[config.mk]
export PLATFORM = sky130hd
export DESIGN_NAME = seq_det_scheduler
export DESIGN_NICKNAME = d
export VERILOG_FILES = /design/src/rtl/seq_det_scheduler.sv
export SDC_FILE = /design/constraint.sdc
export NUM_CORES = 1
export LEC_CHECK = 0
export CAP_MARGIN = 20
export CORE_MARGIN = 2
export CORE_UTILIZATION = 45
export DETAILED_ROUTE_END_ITERATION = 12
export GPL_TIMING_DRIVEN = 0
export MAX_ROUTING_LAYER = met4
export PLACE_DENSITY = 0.8
export SLEW_MARGIN = 30
export SYNTH_ARGS = -nofsm -noshare
export SYNTH_HDL_FRONTEND = slang
export SYNTH_SLANG_ARGS = --single-unit
[constraint.sdc]
create_clock -name clk -period 2.3 [get_ports clk]
set_input_delay 0.46 -clock clk [delete_from_list [all_inputs] [get_ports clk]]
set_output_delay 0.46 -clock clk [all_outputs]
set_load 0.03 [all_outputs]
[src/rtl/seq_det_scheduler.sv]
// Time-shares one sequence detector between N_REQ requesters: round-robin pick,
// clear the detector, shift the word in MSB-first, count match pulses, report.
module seq_det_scheduler #(
  parameter  int N_REQ   = 4,
  parameter  int WORD_W  = 8,
  parameter  int DET_LAT = 1,
  localparam int ID_W    = $clog2(N_REQ),
  localparam int CNT_W   = $clog2(WORD_W + 1)
) (
  input  logic                     clk,
  input  logic                     reset,
  input  logic [N_REQ-1:0]         req_valid,
  input  logic [N_REQ*WORD_W-1:0]  req_data,
  output logic [N_REQ-1:0]         req_ready,
  output logic                     det_reset,
  output logic                     det_data,
  input  logic                     det_match,
  output logic                     rsp_valid,
  input  logic                     rsp_ready,
  output logic [ID_W-1:0]          rsp_id,
  output logic [CNT_W-1:0]         rsp_count,
  output logic                     busy
);

  localparam int DL_W = $clog2(DET_LAT + 1);

  localparam logic [2:0] S_IDLE   = 3'd0;
  localparam logic [2:0] S_CLEAR  = 3'd1;
  localparam logic [2:0] S_SHIFT  = 3'd2;
  localparam logic [2:0] S_DRAIN  = 3'd3;
  localparam logic [2:0] S_REPORT = 3'd4;

  logic [2:0]        r_state;
  logic [ID_W-1:0]   r_ptr;
  logic [WORD_W-1:0] r_shift;
  logic [ID_W-1:0]   r_id;
  logic [CNT_W-1:0]  r_count;
  logic [CNT_W-1:0]  r_bitCnt;
  logic [DL_W-1:0]   r_drainCnt;

  logic              w_found;
  logic [ID_W-1:0]   w_gntIdx;
  logic [ID_W-1:0]   w_candIdx;
  logic [N_REQ-1:0]  w_reqReady;
  logic              w_countEn;

  // Scan from the requester after the last grant, wrapping, so a continuously
  // valid requester cannot be picked again while another one is waiting.
  always_comb begin
    w_found   = 1'b0;
    w_gntIdx  = '0;
    w_candIdx = '0;
    for (int k = 1; k <= N_REQ; k++) begin
      w_candIdx = ID_W'((int'(r_ptr) + k) % N_REQ);
      if (!w_found && req_valid[w_candIdx]) begin
        w_found  = 1'b1;
        w_gntIdx = w_candIdx;
      end
    end
  end

  always_comb begin
    w_reqReady = '0;
    if (r_state == S_IDLE && w_found) begin
      w_reqReady[w_gntIdx] = 1'b1;
    end
  end

  assign w_countEn = det_match && (r_state == S_SHIFT || r_state == S_DRAIN);

  always_ff @(posedge clk or posedge reset) begin
    if (reset) begin
      r_state    <= S_IDLE;
      r_ptr      <= ID_W'(N_REQ - 1);
      r_shift    <= '0;
      r_id       <= '0;
      r_count    <= '0;
      r_bitCnt   <= '0;
      r_drainCnt <= '0;
    end else begin
      if (w_countEn) begin
        r_count <= r_count + CNT_W'(1);
      end
      case (r_state)
        S_IDLE: begin
          if (w_found) begin
            r_shift <= req_data[w_gntIdx*WORD_W +: WORD_W];
            r_id    <= w_gntIdx;
            r_ptr   <= w_gntIdx;
            r_count <= '0;
            r_state <= S_CLEAR;
          end
        end
        S_CLEAR: begin
          r_bitCnt <= '0;
          r_state  <= S_SHIFT;
        end
        S_SHIFT: begin
          r_shift <= {r_shift[WORD_W-2:0], 1'b0};
          if (r_bitCnt == CNT_W'(WORD_W - 1)) begin
            r_drainCnt <= '0;
            r_state    <= S_DRAIN;
          end else begin
            r_bitCnt <= r_bitCnt + CNT_W'(1);
          end
        end
        // The last pulse arrives DET_LAT cycles after the last bit went out.
        S_DRAIN: begin
          if (r_drainCnt == DL_W'(DET_LAT - 1)) begin
            r_state <= S_REPORT;
          end else begin
            r_drainCnt <= r_drainCnt + DL_W'(1);
          end
        end
        S_REPORT: begin
          if (rsp_ready) begin
            r_state <= S_IDLE;
          end
        end
        default: r_state <= S_IDLE;
      endcase
    end
  end

  assign req_ready = w_reqReady;
  assign det_reset = reset | (r_state == S_CLEAR);
  assign det_data  = (r_state == S_SHIFT) & r_shift[WORD_W-1];
  assign rsp_valid = (r_state == S_REPORT);
  assign rsp_id    = r_id;
  assign rsp_count = r_count;
  assign busy      = (r_state != S_IDLE);

endmodule
==> results.json <==
{
  "drt_iter0_drc": 74,
  "htree_num_levels": 1,
  "max-vdd-ir-drop_mv": 0.6461,
  "syn_area_per_cell_um2": 9.725,
  "p_seq_share_pct": 26.4,
  "min-delay-path-class": "register to register",
  "p_sw_share_pct": 43.72,
  "portBuffers": 53,
  "p_per_area_mw_per_mm2": 1146,
  "layout-drive-gt1-share_pct": 28.76,
  "relSlewSlack_pct": 54.73,
  "fin_ws_ns": -0.06307,
  "n_antenna_cell": 0,
  "violations": "negative setup slack",
  "drc_errors": 0,
  "cts_sinks": 23,
  "r2r_cells": 7,
  "core_area_mm2": 0.003311,
  "yosysWarnings": 0,
  "p_leak_nw": 1.007,
  "die_y_um": 62.43,
  "critPathSlowestCell": "dfstp_2",
  "cp_top_family": "flip-flops",
  "area_growth_pct": 53.58,
  "period_minus_slack_ns": 2.363,
  "finClkSkew_ns": 0.004858,
  "end_kind": "output port",
  "die-area_mm2": 0.003898,
  "startpoint_type": "register",
  "max_cap_viol_count": 0,
  "critPathMaxStageDelay_ns": 0.61,
  "finalSetupTns_ns": -0.1329,
  "synth-seq-area-share_pct": 37.62,
  "synth-seq-cells": 23,
  "die_w_um": 62.43,
  "first_global_vias": 1543,
  "synth_area_mm2": 0.001536,
  "viasPerCell": 5.495,
  "start_util_pct": 46.41,
  "worst_pin_slew_ns": 0.6746,
  "grt_start_max_net_pins": 13,
  "intPower_mw": 1.523,
  "synth_ff_type": "dfrtp_1",
  "synthArstFlopShare_pct": 100.0,
  "cts_tree": "built",
  "min_period_over_period_pct": 102.7,
  "num_rows": 21,
  "cts_buffers": 3,
  "cts_hold_buf": 0,
  "worst-path-max-fanout": 6,
  "clk_pin_slew_ns": 0.13,
  "cts_root_buffer": "clkbuf_4",
  "clockBufferDepth": 2,
  "place_congestion": 0.7849,
  "rsz0062_at_grt": "true",
  "multi_input_area_um2": 928.4,
  "critPathCapture": "req_ready[0]",
  "finalPower_mw": 2.705,
  "drt-total-wl_um": 4607,
  "final_common_cell": "clkdlybuf4s50_1",
  "clk_latency_ns": 0.31,
  "crit_start": "r_ptr[1]",
  "ios": 54,
  "synth-edff-count": 0,
  "track_usage_pct": 24.84,
  "arrival_ns": 1.90,
  "layout_common_cells": "41 x clkdlybuf4s50_1, 21 x buf_4, 20 x dfrtp_1",
  "clkPwrFrac_pct": 7.1,
  "layout.nets": 276,
  "regArea_um2": 579.3,
  "grt_overflow": 0,
  "antenna_found_initial": 0,
  "worst-setup-path-type": "register to output port",
  "crit_buf_inv": 1,
  "fmax_mhz": 423.2,
  "cp_num_cells": 5,
  "finalSetupViolCount": 3,
  "combPwrFrac_pct": 66.4,
  "synth_cell_types": 45,
  "drt_pre_antenna_iters": 4,
  "maxSlewViolCount": 0,
  "final-hold-violation-count": 0,
  "grt_pass1_wl_um": 7541,
  "synthesis.nets": 200,
  "netlist_instances": 158,
  "vias": 1533,
  "dp_hpwl_um": 3064,
  "timing.reg2reg.setup_slack_ns": 0.23,
  "p_switching_mw": 1.183,
  "r2r-end": "r_shift[1]",
  "required_ns": 1.84,
  "final_antenna_net_count": 0,
  "crit_chain": "mux2i_2, o22ai_2, a21oi_4, and3_4, buf_6",
  "wire_per_inst_um": 16.51,
  "status": "finished, violations left",
  "fillers": 251,
  "r2r-start": "r_ptr[1]"
}
## area by class of cell
class | instances | share of cell area [%]
tap | 46 | 2.439
buffer | 4 | 1.803
multi-input combinational | 121 | 39.34
sequential | 23 | 24.55
clock buffer | 4 | 1.113
timing repair inverter | 1 | 0.2121
inverter | 5 | 0.9544
timing repair buffer | 75 | 29.59
## cell families (layout without fill, tap and decap cells)
logic type / Yosys count / in the layout / share of synthesized area (%)
buf+inv: 14 / 89 / 6.352
fa+ha+maj: 2 / 2 / 1.628
simple gates: 65 / 65 / 22.80
mux: 18 / 18 / 12.38
xor+xnor: 6 / 6 / 3.420
flops: 23 / 23 / 37.62
compound gates: 30 / 30 / 15.80
## worst min path at each step
stage,start,endpoint,cells past startpoint
3_5_place_dp,rsp_id[0],rsp_id[0],1
3_3_place_gp,rsp_id[0],rsp_id[0],1
6_report,rsp_id[0],rsp_id[0],1
4_1_cts,rsp_id[0],rsp_id[0],1
2_1_floorplan,reset,r_bitCnt[0],1
5_1_grt,rsp_id[0],rsp_id[0],1
## metal layers
layer,wire length [µm],GRT usage (%),vias to the layer above
li1,-,-,719
met1,1934,29.62,749
met2,2423,44.09,53
met3,133,1.622,12
met4,114,9.444,0
met5,0,-,-
## flip-flops by register name (all words and copies together) (netlist names)
signal,count
r_state,3
r_shift,8
r_ptr,2
r_bitCnt,4
rsp_count,4
rsp_id,2
## power by group through the flow
stage	Clock, mW	Sequential (mW)	Combinational, mW
4_1_cts	0.196	0.727	1.75
3_5_place_dp	0	0.692	1.50
2_1_floorplan	0	0.724	1.03
3_3_place_gp	0	0.680	1.45
6_report	0.193	0.715	1.80
5_1_grt	0.216	0.734	1.92
## what timing repair did
action,CTS,global route
gates resized for setup,63,1
setup endpoints to repair,8,4
cloned,1,0
setup buffers,19,3
pin swaps,8,8
## synth_stat cells, drive strengths merged, types with 3 or more instances
cell    count  area [µm²]
dfrtp      21       525.5
nand3      17       85.08
nor2       14       55.06
nand2      13       48.80
mux2i      10       100.1
mux2        8       90.09
o211ai      8       70.06
a22oi       7       52.55
buf         5       43.79
inv         5       18.77
o21ai       5       25.02
and2        4       27.52
clkbuf      4       35.04
xor2        4       35.03
a21oi       3       26.28
## through the flow
step | setup slack (ns) | hold slack (ns) | util, % | instances | instance area (µm²)
2_1_floorplan | 0.0003360 | 0.4664 | - | 158 | 1541
3_3_place_gp | -0.9099 | 0.4668 | 64.32 | 257 | 2130
3_5_place_dp | -0.9740 | 0.4690 | 64.32 | 257 | 2130
4_1_cts | -0.08108 | 0.4984 | 71.39 | 278 | 2364
5_1_grt | -0.1273 | 0.5390 | 71.28 | 279 | 2360
6_report | -0.06307 | 0.4897 | 71.28 | 279 | 2360
No activity file was read; power rests on OpenSTA's default activity.
